`src/rtl/tx_pkg.sv`:
```
// Shared definitions for the UART word sequencer: FSM encoding and the
// bytes-per-word derivation.
package tx_pkg;

  typedef enum logic [1:0] {
    ST_IDLE  = 2'd0,
    ST_START = 2'd1,
    ST_WAIT  = 2'd2,
    ST_DONE  = 2'd3
  } state_t;

  // Number of UART bytes that make up one upstream word (MAXB).
  function automatic int calc_maxb(input int nb_word, input int nb_data);
    return nb_word / nb_data;
  endfunction

endpackage

```
`src/rtl/tx_word_sequencer_if.sv`:
```
// Upstream word handshake: the debug/readback side offers a word and a byte
// count; the sequencer answers with ready.
interface tx_word_sequencer_if #(
  parameter int NB_WORD  = 32,
  parameter int NB_COUNT = 3
);
  logic [NB_WORD-1:0]  word_data;
  logic [NB_COUNT-1:0] byte_count;
  logic                word_valid;
  logic                word_ready;

  modport master (output word_data, output byte_count, output word_valid, input word_ready);
  modport slave  (input word_data, input byte_count, input word_valid, output word_ready);
endinterface

```
`src/rtl/tx_word_sequencer.sv`:
```
// Splits one accepted word into 1..MAXB bytes, LSB first, and feeds them to a
// byte-wide UART TX through tx_data / tx_start / tx_done_tick.
module tx_word_sequencer
  import tx_pkg::*;
#(
  parameter int NB_DATA  = 8,
  parameter int NB_WORD  = 32,
  parameter int NB_COUNT = 3
) (
  input  logic                clock,
  input  logic                reset,
  tx_word_sequencer_if.slave  word_if,
  input  logic                tx_done_tick,
  output logic [NB_DATA-1:0]  tx_data,
  output logic                tx_start,
  output logic                busy,
  output logic                word_done
);

  localparam int                  MAXB   = calc_maxb(NB_WORD, NB_DATA);
  localparam logic [NB_COUNT-1:0] MAXB_C = NB_COUNT'(MAXB);

  state_t              state_q, state_d;
  logic [NB_COUNT-1:0] idx_q, idx_d;
  logic [NB_COUNT-1:0] cnt_q, cnt_d;
  logic [NB_WORD-1:0]  word_q, word_d;
  logic [NB_DATA-1:0]  tx_data_q, tx_data_d;
  logic                word_ready_q, word_ready_d;
  logic                tx_start_q, tx_start_d;
  logic                busy_q, busy_d;
  logic                word_done_q, word_done_d;

  logic [NB_COUNT-1:0] eff_cnt;
  logic [NB_COUNT-1:0] idx_inc;
  logic [NB_DATA-1:0]  next_byte;

  // Clamp the requested count: 0 or anything past a full word means a full word.
  always_comb begin
    eff_cnt = word_if.byte_count;
    if (word_if.byte_count == '0 || word_if.byte_count > MAXB_C)
      eff_cnt = MAXB_C;
  end

  // Byte-select mux for the byte following the current one.
  always_comb begin
    idx_inc   = idx_q + NB_COUNT'(1);
    next_byte = '0;
    for (int i = 0; i < MAXB; i++) begin
      if (idx_inc == NB_COUNT'(i))
        next_byte = word_q[i*NB_DATA +: NB_DATA];
    end
  end

  // Next-state logic; outputs are derived from the next state so they register cleanly.
  always_comb begin
    state_d   = state_q;
    idx_d     = idx_q;
    cnt_d     = cnt_q;
    word_d    = word_q;
    tx_data_d = tx_data_q;
    case (state_q)
      ST_IDLE: begin
        if (word_if.word_valid) begin
          word_d    = word_if.word_data;
          cnt_d     = eff_cnt;
          idx_d     = '0;
          tx_data_d = word_if.word_data[NB_DATA-1:0];
          state_d   = ST_START;
        end
      end
      // A tick here belongs to nothing we launched yet; ignore it.
      ST_START: state_d = ST_WAIT;
      ST_WAIT: begin
        if (tx_done_tick) begin
          if (idx_q == cnt_q - NB_COUNT'(1)) begin
            state_d = ST_DONE;
          end else begin
            idx_d     = idx_inc;
            tx_data_d = next_byte;
            state_d   = ST_START;
          end
        end
      end
      ST_DONE: state_d = ST_IDLE;
      default: state_d = ST_IDLE;
    endcase
    word_ready_d = (state_d == ST_IDLE);
    tx_start_d   = (state_d == ST_START);
    word_done_d  = (state_d == ST_DONE);
    busy_d       = (state_d != ST_IDLE);
  end

  // State and registered outputs; reset aborts any word in flight.
  always_ff @(posedge clock) begin
    if (reset) begin
      state_q      <= ST_IDLE;
      idx_q        <= '0;
      cnt_q        <= '0;
      word_q       <= '0;
      tx_data_q    <= '0;
      word_ready_q <= 1'b1;
      tx_start_q   <= 1'b0;
      busy_q       <= 1'b0;
      word_done_q  <= 1'b0;
    end else begin
      state_q      <= state_d;
      idx_q        <= idx_d;
      cnt_q        <= cnt_d;
      word_q       <= word_d;
      tx_data_q    <= tx_data_d;
      word_ready_q <= word_ready_d;
      tx_start_q   <= tx_start_d;
      busy_q       <= busy_d;
      word_done_q  <= word_done_d;
    end
  end

  assign word_if.word_ready = word_ready_q;
  assign tx_data            = tx_data_q;
  assign tx_start           = tx_start_q;
  assign busy               = busy_q;
  assign word_done          = word_done_q;

endmodule

```
`src/flat_wrapper.sv`:
```
// flat-port wrapper written by rule: the top's interface ports become plain ports
module tx_word_sequencer_flat import tx_pkg::*;
#(
  parameter int NB_DATA  = 8,
  parameter int NB_WORD  = 32,
  parameter int NB_COUNT = 3
)
  (clock, reset, tx_done_tick, tx_data, tx_start, busy, word_done, word_if_word_data, word_if_byte_count, word_if_word_valid, word_if_word_ready);
  tx_word_sequencer_if #(.NB_WORD(NB_WORD), .NB_COUNT(NB_COUNT)) word_if_i ();
  input  logic clock;
  input  logic reset;
  input  logic tx_done_tick;
  output logic [NB_DATA-1:0] tx_data;
  output logic tx_start;
  output logic busy;
  output logic word_done;
  input wire logic [$bits(word_if_i.word_data)-1:0] word_if_word_data;
  input wire logic [$bits(word_if_i.byte_count)-1:0] word_if_byte_count;
  input wire logic [$bits(word_if_i.word_valid)-1:0] word_if_word_valid;
  output wire logic [$bits(word_if_i.word_ready)-1:0] word_if_word_ready;
  assign word_if_i.word_data = word_if_word_data;
  assign word_if_i.byte_count = word_if_byte_count;
  assign word_if_i.word_valid = word_if_word_valid;
  assign word_if_word_ready = word_if_i.word_ready;
  tx_word_sequencer #(.NB_DATA(NB_DATA), .NB_WORD(NB_WORD), .NB_COUNT(NB_COUNT)) u_core (.clock(clock), .reset(reset), .word_if(word_if_i), .tx_done_tick(tx_done_tick), .tx_data(tx_data), .tx_start(tx_start), .busy(busy), .word_done(word_done));
endmodule
```
`config.mk`:
```
export PLATFORM = sky130hd
export DESIGN_NAME = tx_word_sequencer_flat
export DESIGN_NICKNAME = d
export VERILOG_FILES = /design/src/rtl/tx_pkg.sv /design/src/rtl/tx_word_sequencer_if.sv /design/src/rtl/tx_word_sequencer.sv /design/src/flat_wrapper.sv
export SDC_FILE = /design/constraint.sdc
export NUM_CORES = 1
export LEC_CHECK = 0
export BUFFER_PORTS_ARGS = -buffer_cell sky130_fd_sc_hd__buf_2
export CORE_UTILIZATION = 35
export DETAILED_ROUTE_END_ITERATION = 10
export PLACE_DENSITY = 0.56
export SYNTH_ARGS = -nofsm -noshare
export SYNTH_HDL_FRONTEND = slang
export SYNTH_SLANG_ARGS = --single-unit
```
`constraint.sdc`:
```
create_clock -name clock -period 2.92 [get_ports clock]
set_clock_uncertainty 0.1 [all_clocks]
set_input_delay 0.876 -clock clock [delete_from_list [all_inputs] [get_ports clock]]
set_output_delay 0.876 -clock clock [all_outputs]
set_load 0.05 [all_outputs]
```
==> summary.txt, run 1 <==
Min path
  • Worst min path class: reg2reg
  • Hold Path Origin: u_core.word_q[9]$_SDFFE_PP0P_
  • Worst Hold End: u_core.word_q[9]$_SDFFE_PP0P_
  • Hold Path Depth: 2

Final layout
  • Antenna diodes: 0
  • Layout area overhead: 16.1%
  • Layout cells sized above 1: approximately a quarter
  • Design Area, Final: roughly 0.0029 mm^2
  • Final #Nets: approximately 370

Clocking
  • Post-CTS setup buffers: 0
  • Worst-Skew Late Latency: about 0.30 ns
  • CTS root buf: clkbuf_8
  • Clock buffer depth: 2
  • Cts repair resizes: 0
  • Reg clk slew, reported paths: roughly 0.090 ns
  • Clk sinks: between 50 and 60
  • CTS buffer count: 5
  • Max H-tree Level: 2
  • TritonCTS clock tree: yes
  • Hold bufs inserted after CTS: 0

Synth
  • Async S/R FF share, synth: 0%
  • Syn Area/Cell: roughly 8.5 um^2
  • EDFF count, synth: 0
  • Unique masters post-synth: slightly above 40
  • Synth area leaders: dfxtp_1 42%, nand2_1 12%, a21oi_1 9.2%, a311oi_2 4.9%, ha_1 3.6%
  • Synth top area share: ~42%
  • Yosys warnings: 0
  • Seq/Total Area, Yosys: 42.3%
  • Net Count, Synth: around 330
  • Yosys top cell by area: dfxtp_1
  • Synthesized flop and latch total: 52
  • Ys flop type: dfxtp_1
  • Post-Syn Instances: approximately 290
  • Post-Syn Area: ~0.0025 mm^2

Floorplan
  • Core footprint: between 0.006 and 0.007 mm^2
  • Initial Util: 36.2%
  • Die extent in x: between 80 and 90 um
  • Die ar.: around 0.0074 mm^2
  • Chip Height: about 86 um
  • Cell Rows: 30
  • # IOs: 51

Critical path
  • Worst reg2reg endpoint: u_core.tx_data[0]$_SDFFE_PP0P_
  • R2R depth: 6
  • Reg-to-reg startpoint: u_core.idx_q[0]$_SDFFE_PP0P_
  • Critical path data required time: about 3.0 ns
  • Startpoint Class: register
  • Worst R2R Setup Slack: about 0.68 ns
  • Critical path class: reg2reg
  • CP Capture Type: register
  • Max FO, Critical Path: 12
  • Arrival time at the worst endpoint: 2.36 ns

Detailed routing
  • First-pass detailed-route iteration total: 4
  • WL per Instance: between 10 and 15 um
  • DRT iter0 DRCs: 96
  • Total Routed Length: around 5600 um
  • DR vias/cell: around 5.0
  • Detailed-route via count: approximately 2100
  • Post-DRT Antenna Nets: 0
  • DRC Markers: 0

GRT
  • Antenna violations before repair: 0
  • Vias in the first global route: 1994
  • Global-route wire length before repair: about 9600 um
  • Largest net degree at the start of global routing: 37
  • Grt ovf: 0
  • Total track usage: roughly 17%

STA
  • Slew headroom: about half
  • Final min period: between 2 and 2.5 ns
  • Unrepaired setup endpoints after global routing: false
  • Final cycle utilization of the critical path: between 70 and 80%
  • Max Freq: around 0.45 GHz
  • Final Hold Viols: 0
  • Worst-Margin Slew: about 0.72 ns
  • Pins Over Slew Limit: 0
  • Setup violations, final: 0
  • Post-route setup TNS: 0 ns

Power and ir drop
  • Pwr/cell area: 521 mW/mm^2
  • Leak: 1.15 nW
  • Largest vdd supply drop: between 0.15 and 0.2 mV

Place
  • Placer congestion estimate: ~0.84
  • Port-buffer cells: 50
  • HPWL after DPL: 4100 um
  • Placed inst area: about 0.0028 mm^2

Job
  • Max cap viols: 0

Status
  • Status: finished clean
-- stage by stage --
| step | std cells | utilization (%) | total power (W) | worst slack (ns) | hold WS (ns) |
|---|---|---|---|---|---|
| global route | 425 | 42.0 | 0.00157 | 0.547 | 0.376 |
| floorplan | 288 | - | 0.00101 | 0.870 | 0.332 |
| CTS | 425 | 42.0 | 0.00151 | 0.677 | 0.360 |
| finish | 425 | 42.0 | 0.00149 | 0.681 | 0.357 |
| detailed placement | 417 | 40.7 | 0.00109 | 0.666 | 0.347 |
| global placement | 417 | 40.7 | 0.00108 | 0.682 | 0.342 |
-- state kept, by name, summed over array words and instances (netlist names), 2 cells and up --
register / cells
u_core.tx_data: 8
u_core.state_q: 2
u_core.word_q: 32
u_core.cnt_q: 3
u_core.idx_q: 3
-- cells in the mapped netlist, types with 3 or more instances --
cell	instances
a311oi_2	8
nand3_1	4
dfxtp_1	52
or3_1	6
clkbuf_1	9
nand2b_1	5
ha_1	7
nand2_1	79
nor2_1	3
a21oi_1	45
o22ai_1	6
and3b_1	6
a311oi_1	7
inv_1	8
buf_2	8
-- report_power, final --
part           switching, W  total (W)  internal (W)
clock              0.000234   0.000424      0.000190
combinational      0.000175   0.000275     0.0000996
sequential        0.0000333   0.000791      0.000758
-- layout make-up --
type,count,area (um^2)
inverter,8,30.0
clock inverter,2,10.0
multi-input combinational,208,1300
sequential,52,1040
timing repair buffer,53,273
fill,712,3940
tap,96,120
clock buffer,6,82.6
-- layer usage --
layer,track usage [%],part of all wire (%),vias to the layer above
li1,-,-,1076
met4,4.39,1.2,0
met2,25.4,44,56
met1,23.2,50,968
met3,3.95,5.5,8
met5,0,0,-
-- cell usage in the layout, fill, tap and decap left out, drive strengths merged --
master	Yosys	final
ha	7	7
and3b	6	6
o32a	2	2
nand2	79	79
inv	8	8
nand3b	2	2
or2b	1	1
or3	6	6
clkbuf	9	6
buf	11	53
o32ai	2	2
o21ba	1	1
clkinv	0	2
nor3b	1	1
mux2i	1	1
dfxtp	52	52
nand2b	5	5
a21o	2	2
and2b	1	1
nor2	4	4
o22ai	6	6
nor4b	1	1
a211oi	1	1
nor2b	1	1
xnor3	1	1
or2	1	1
nand4	1	1
nand3	4	4
a311oi	15	15
or3b	2	2
a221oi	2	2
nor3	2	2
a21oi	45	45
o21ai	2	2
xor2	2	2
and2	2	2
-- worst max-delay path, cell delays in order, from the launching register on --
cell      delay (ns)
dfxtp_1         0.37
ha_1            0.22
ha_1            0.44
nand2b_1        0.30
o22ai_1         0.14
or3_1           0.35
a311oi_2        0.24
-- worst max-delay path by stage --
stage,endpoint,cells after the start,from,slack (ns)
6_report,u_core.tx_data[0]$_SDFFE_PP0P_,6,u_core.idx_q[0]$_SDFFE_PP0P_,0.68
5_1_grt,u_core.tx_data[7]$_SDFFE_PP0P_,6,u_core.idx_q[1]$_SDFFE_PP0P_,0.55
4_1_cts,u_core.tx_data[0]$_SDFFE_PP0P_,6,u_core.idx_q[1]$_SDFFE_PP0P_,0.68
3_5_place_dp,u_core.word_q[14]$_SDFFE_PP0P_,4,word_if_word_valid,0.67
3_3_place_gp,u_core.word_q[14]$_SDFFE_PP0P_,4,word_if_word_valid,0.68
2_1_floorplan,u_core.tx_data[0]$_SDFFE_PP0P_,7,u_core.idx_q[0]$_SDFFE_PP0P_,0.87
-- cell families (layout without fill, tap and decap cells) --
group	Yosys count	count (layout)	share of synthesized area (%)
and+or+nand+nor	119	119	23.7
AOI/OAI and AO/OA	78	78	22.6
DFF	52	52	42.3
buffers and inverters	28	69	5.13
adders and majority gates	7	7	3.56
xor gates and xnor gates	3	3	2.29
muxes	1	1	0.407
(Power assumes the default switching activity.)
==> run 2: changes to the inputs <==
--- a/config.mk
+++ b/config.mk
@@ -5,6 +5,7 @@
 export SDC_FILE = /design/constraint.sdc
 export NUM_CORES = 1
 export LEC_CHECK = 0
+export ABC_AREA = 1
 export BUFFER_PORTS_ARGS = -buffer_cell sky130_fd_sc_hd__buf_2
 export CORE_UTILIZATION = 35
 export DETAILED_ROUTE_END_ITERATION = 10
==> constraint.sdc (replaced) <==
create_clock -name clock -period 2.2 [get_ports clock]
set_clock_uncertainty 0.1 [all_clocks]
set_input_delay 0.66 -clock clock [delete_from_list [all_inputs] [get_ports clock]]
set_output_delay 0.66 -clock clock [all_outputs]
set_load 0.05 [all_outputs]
==> run 2 against run 1 <==
  * Core utilization increased by 1.1 points
  * Hold slack improved by 0.0060 ns
  * Synthesized cell count grew 33%
  * Critical path type unchanged
  * Register-to-register slack worse by 0.43 ns
  * Non-clock buffer count rose by 4
  * Worst setup slack got worse by 0.43 ns
==> summary.txt, run 2 <==
Detailed routing
  • Total Routed Length: between 6000 and 7000 um
  • Detailed-route via count: about 2400
  • DR vias/cell: about 4.5
  • Post-DRT Antenna Nets: 0
  • WL per Instance: 11.6 um
  • First-pass detailed-route iteration total: 4
  • DRC Markers: 0
  • DRT iter0 DRCs: 73

Critical path
  • Startpoint Class: register
  • Reg-to-reg startpoint: u_core.idx_q[0]$_SDFFE_PP0P_
  • Worst reg2reg endpoint: u_core.tx_data[2]$_SDFFE_PP0P_
  • CP top delay family: simple AND/OR/NAND/NOR gates
  • Arrival time at the worst endpoint: 2.06 ns
  • Critical path class: reg2reg
  • Critical path, cell by cell: ha_1 -> ha_1 -> clkinv_1 -> nand2_1 -> nand2_1 -> nand3_1 -> nand3_1 -> nand2_1 -> inv_1 -> nor2_1 -> nor2_1
  • CP Capture Type: register
  • Crit path buf inv count: 2
  • Slowest CP cell: dfxtp_1
  • Critical path data required time: between 2 and 2.5 ns
  • Most used cell along the critical path: nand2_1
  • R2R depth: 11
  • CP peak stage delay: approximately 0.36 ns
  • Max FO, Critical Path: 9
  • Worst R2R Setup Slack: between 0.2 and 0.25 ns

Synth
  • Post-synth top cells: 80 x nand2_1, 66 x nor2_1, 53 x inv_1, 52 x dfxtp_1, 45 x o21ai_0
  • Synthesized flop and latch total: 52
  • Unique masters post-synth: 23
  • Seq/Total Area, Yosys: between 40% and 50%
  • Ys flop type: dfxtp_1
  • Syn Area/Cell: 6.66 um^2
  • Net Count, Synth: between 400 and 500
  • Yosys top cell by area: dfxtp_1
  • Async S/R FF share, synth: 0%
  • Synth top area share: between 40% and 50%
  • Most common cell in the netlist: nand2_1
  • EDFF count, synth: 0
  • Post-Syn Instances: around 380
  • Post-Syn Area: approximately 0.0025 mm^2
  • Yosys warnings: 0
  • Synth area leaders: dfxtp_1 41%, nand2_1 12%, nor2_1 9.7%, o21ai_0 8.9%, inv_1 7.8%

STA
  • Slew headroom: 47.6%
  • Final cycle utilization of the critical path: between 80 and 90%
  • Pins Over Slew Limit: 0
  • Setup violations, final: 0
  • Post-route setup TNS: 0 ns
  • Setup WS post-layout: 0.248 ns
  • Final min period: about 2.0 ns
  • Final Hold Viols: 0
  • Max Freq: 0.512 GHz
  • Unrepaired setup endpoints after global routing: false
  • Worst-Margin Slew: slightly below 0.8 ns

Place
  • Placer congestion estimate: between 0.8 and 0.9
  • Pre-CTS WS: 0.210 ns
  • Inst Count DP: between 500 and 600
  • HPWL after DPL: about 4400 um
  • Port-buffer cells: 50

Clocking
  • Clock buffer depth: 2
  • Reg clk slew, reported paths: 0.09 ns
  • Max H-tree Level: 2
  • CTS buffer count: 5
  • Worst-Skew Late Latency: 0.31 ns
  • TritonCTS clock tree: yes
  • CTS root buf: clkbuf_8
  • Clk sinks: 52

Floorplan
  • # IOs: ~50
  • Die ar.: approximately 0.0076 mm^2
  • Die extent in x: between 80 and 90 um
  • Core footprint: 0.00691 mm^2
  • Cell Rows: 30
  • Chip Height: 87.3 um
  • Initial Util: between 30% and 40%

Final layout
  • Non-filler instance count after layout: between 500 and 600
  • Layout area overhead: 17.2%
  • Antenna diodes: 0
  • Layout cells sized above 1: about 18%
  • Max reg flops: 32
  • Commonest non-fill, non-tap cell in the layout: nand2_1
  • Commonest cells after routing, fill and taps aside: 79 x nand2_1, 66 x nor2_1, 53 x inv_1
  • Final #Nets: ~480
  • Reg with most FFs: u_core.word_q

Min path
  • Hold Path Origin: u_core.word_q[6]$_SDFFE_PP0P_
  • Worst Hold End: u_core.word_q[6]$_SDFFE_PP0P_
  • Hold Path Depth: 2
  • Worst min path class: reg2reg

GRT
  • Global-route wire length before repair: 10000 um
  • Grt ovf: 0
  • Total track usage: between 10% and 20%
  • Largest net degree at the start of global routing: 33
  • Vias in the first global route: between 2000 and 2500
  • Antenna violations before repair: 0

Job
  • Max cap viols: 0

Status
  • Status: finished clean

Power and ir drop
  • Leak: between 1.5 and 2 nW
  • Largest vdd supply drop: 0.401 mV
  • Pwr/cell area: approximately 750 mW/mm^2
==> run 2: cell types whose count changed after synthesis, sizes merged, moves of 7 or more <==
cell and delta:
nor2 +63, a311oi -15, nand3 +26, a21oi -28
o21ai +44, inv +47, nand2 +7
==> run 2: worst max path at each step <==
stage	start	endpoint	slack [ns]	cells after the start
global route	u_core.idx_q[0]$_SDFFE_PP0P_	u_core.tx_data[3]$_SDFFE_PP0P_	0.03	11
CTS	u_core.idx_q[0]$_SDFFE_PP0P_	u_core.tx_data[2]$_SDFFE_PP0P_	0.20	10
finish	u_core.idx_q[0]$_SDFFE_PP0P_	u_core.tx_data[2]$_SDFFE_PP0P_	0.25	11
floorplan	u_core.idx_q[0]$_SDFFE_PP0P_	u_core.tx_data[3]$_SDFFE_PP0P_	0.38	12
detailed placement	word_if_word_valid	u_core.cnt_q[2]$_SDFFE_PP0P_	0.21	5
global placement	word_if_word_valid	u_core.cnt_q[2]$_SDFFE_PP0P_	0.23	5
==> run 2: stage by stage <==
stage                     hold slack [ns]  utilization (%)  instance area (um^2)  total power (W)
after floorplan                     0.325                -                  2540          0.00155
after global placement              0.344             41.8                  2890          0.00170
after detailed placement            0.344             41.8                  2890          0.00171
after CTS                           0.362             43.1                  2980          0.00228
after global routing                0.382             43.2                  2980          0.00241
final                               0.363             43.2                  2980          0.00225
==> run 2: cells by family (layout without fill, tap and decap cells) <==
group | Yosys count | in the layout | share of synthesized area, %
fa+ha+maj | 7 | 7 | 3.44
flops | 52 | 52 | 40.9
buf+inv | 73 | 122 | 11.6
simple gates | 185 | 185 | 30.6
compound gates | 65 | 65 | 13.4
==> run 2: where the power goes <==
group,internal [W],leakage [nW],switching [W]
Combinational,0.000202,1.09,0.000400
Sequential,0.00103,0.431,0.0000479
Clock,0.000257,0.0455,0.000308
Total,0.00149,1.56,0.000756
==> run 2: timing repair <==
item | in CTS | in global routing
gates resized for setup | 0 | 1
buffers inserted | 0 | 0
hold buffers | 0 | 0
endpoints found under the setup margin | 0 | 5
==> run 2: cell type report <==
| type | instances | area (um^2) |
|---|---|---|
| flip-flops and latches | 52 | 1040 |
| clock buffers | 8 | 90.1 |
| multi-input cells | 257 | 1210 |
| well taps | 96 | 120 |
| repair buffers | 57 | 303 |
| inverters | 57 | 216 |
| fillers | 779 | 3930 |
==> run 2: layer usage <==
metal	share of wire, %	global-route usage, %
met5	0	0
met4	1.3	7.45
met3	4.4	3.41
met2	45	27.3
met1	50	23.3
==> run 2: worst min-delay path, delay by kind of cell, from the launching register on <==
family                 cells  cell delay (ns)
DFF                        1             0.31
AOI/OAI and AO/OA          1             0.06
buffers and inverters      1             0.06
==> run 3: changes to the inputs <==
--- a/config.mk
+++ b/config.mk
@@ -8,6 +8,7 @@
 export ABC_AREA = 1
 export BUFFER_PORTS_ARGS = -buffer_cell sky130_fd_sc_hd__buf_2
 export CORE_UTILIZATION = 35
+export CTS_BUF_LIST = sky130_fd_sc_hd__clkbuf_16
 export DETAILED_ROUTE_END_ITERATION = 10
 export PLACE_DENSITY = 0.56
 export SYNTH_ARGS = -nofsm -noshare
==> run 3 against run 2 <==
  * Critical path depth did not move
  * Register-to-register slack barely moved
  * Sequential share of layout area fell by 0.53 points
  * Power rose by 8.1%
  * Non-clock buffer count did not move
  * Worst setup slack got worse by 0.0083 ns
  * Global-route usage rose by 0.18 points
  * Fmax fell by 0.42%
  * Hold slack got worse by 0.0034 ns
  * Routed wire length fell by 0.20%
  * First-iteration DRC count rose by 19%
  * Critical path type unchanged
  * Critical endpoint unchanged
==> summary.txt, run 3 (synthesis gave the netlist of run 2 again) <==
Detailed routing
  • Metal-1 WL: ~3000 um
  • DRC Markers: 0
  • WL per Instance: ~12 um
  • Detailed-route via count: around 2400
  • First-pass detailed-route iteration total: 4
  • DRT iter0 DRCs: between 80 and 90
  • Total Routed Length: ~6000 um
  • DR vias/cell: around 4.5
  • Met3 wire length: between 200 and 300 um
  • Top Layer Used: met4
  • Post-DRT Antenna Nets: 0
  • Wire length on met2: about 2700 um

Floorplan
  • Initial Util: between 30% and 40%
  • Die ar.: 0.00761 mm^2
  • Core footprint: 0.00691 mm^2
  • # IOs: 51
  • Cell Rows: 30
  • Chip Height: roughly 87 um
  • Die extent in x: 87.3 um

Clocking
  • Clock buffer depth: 2
  • Reg clk slew, reported paths: approximately 0.07 ns
  • CTS buffer count: 5
  • CTS root buf: clkbuf_16
  • Hold bufs inserted after CTS: 0
  • Clk sinks: 52
  • Cts repair resizes: 0
  • Worst-Skew Late Latency: between 0.2 and 0.3 ns
  • TritonCTS clock tree: yes
  • Max H-tree Level: 2
  • Post-CTS setup buffers: 0

STA
  • Setup violations, final: 0
  • Final min period: 1.96 ns
  • Post-route setup TNS: 0 ns
  • Max Freq: 0.510 GHz
  • Slew headroom: between 40% and 50%
  • Final cycle utilization of the critical path: approximately nine tenths
  • Unrepaired setup endpoints after global routing: false
  • Final hold slack: approximately 0.36 ns
  • Pins Over Slew Limit: 0
  • Worst-Margin Slew: slightly below 0.8 ns
  • Final Hold Viols: 0

Final layout
  • Layout cells sized above 1: 17.4%
  • Antenna diodes: 0
  • Layout area overhead: 19.0%
  • Non-filler instance count after layout: about 530
  • Max reg flops: 32
  • Final #Nets: 476
  • Commonest cells after routing, fill and taps aside: 79 x nand2_1, 66 x nor2_1, 55 x inv_1
  • Reg with most FFs: u_core.word_q
  • Commonest non-fill, non-tap cell in the layout: nand2_1
  • Filler cells: around 770
  • Design Area, Final: slightly above 0.003 mm^2
  • Finished Core Util: between 40% and 50%

GRT
  • Vias in the first global route: around 2200
  • Global-route wire length before repair: about 10000 um
  • Antenna violations before repair: 0
  • Largest net degree at the start of global routing: 33
  • Total track usage: 17.6%
  • Grt ovf: 0

Power and ir drop
  • Leak: around 1.6 nW
  • Largest vdd supply drop: 0.293 mV
  • Pwr/cell area: roughly 800 mW/mm^2

Critical path
  • Critical path data required time: approximately 2.3 ns
  • Critical path class: reg2reg
  • Startpoint Class: register
  • CP Capture Type: register
  • Max FO, Critical Path: 9
  • Arrival time at the worst endpoint: between 2 and 2.5 ns
  • R2R depth: 11

Status
  • Status: finished clean

Place
  • Placer congestion estimate: roughly 0.85
  • Inst Count DP: roughly 520
  • HPWL after DPL: around 4400 um
  • Placed inst area: 0.00289 mm^2
  • Port-buffer cells: 50

Min path
  • Hold Path Depth: 2
  • Worst min path class: reg2reg

Job
  • Max cap viols: 0
## run 3: final timing paths
path / start / end / slack [ns]
max: u_core.idx_q[0]$_SDFFE_PP0P_ / u_core.tx_data[2]$_SDFFE_PP0P_ / 0.24
min: u_core.word_q[8]$_SDFFE_PP0P_ / u_core.word_q[8]$_SDFFE_PP0P_ / 0.36
min reg2reg: u_core.word_q[8]$_SDFFE_PP0P_ / u_core.word_q[8]$_SDFFE_PP0P_ / 0.36
max reg2reg: u_core.idx_q[0]$_SDFFE_PP0P_ / u_core.tx_data[2]$_SDFFE_PP0P_ / 0.24
## run 3: metrics by stage
stage	worst slack, ns	total power (W)
final	0.240	0.00243
after global routing	0.0322	0.00259
after CTS	0.192	0.00246
after detailed placement	0.210	0.00171
after global placement	0.227	0.00170
after floorplan	0.379	0.00155
## run 3: layout make-up
| cell class | count | area (um^2) | share of cell area, % |
|---|---|---|---|
| clock buffers | 5 | 125 | 4.13 |
| clock inverters | 3 | 11.3 | 0.372 |
| multi-input cells | 257 | 1210 | 40.0 |
| repair buffers | 57 | 303 | 10.0 |
| well taps | 96 | 120 | 3.97 |
| inverters | 57 | 216 | 7.15 |
| flip-flops and latches | 52 | 1040 | 34.4 |
## run 3: critical path, stage by stage (launching register included)
cell and delay (ns):
dfxtp_1 0.35, ha_1 0.21, ha_1 0.29, clkinv_1 0.12, nand2_1 0.25, nand2_1 0.08
nand3_1 0.08, nand3_1 0.08, nand2_1 0.07, inv_1 0.03, nor2_1 0.13, nor2_1 0.05
## run 3: metal layers
| layer | GRT usage, % | up-vias |
|---|---|---|
| li1 | - | 1281 |
| met1 | 23.3 | 1032 |
| met2 | 27.6 | 51 |
| met3 | 3.70 | 10 |
| met4 | 7.90 | 0 |
| met5 | 0 | - |
## run 3: where the power goes
part / switching, W / total, W / internal [W]
sequential: 0.0000476 / 0.00108 / 0.00104
clock: 0.000337 / 0.000747 / 0.000410
combinational: 0.000401 / 0.000603 / 0.000202
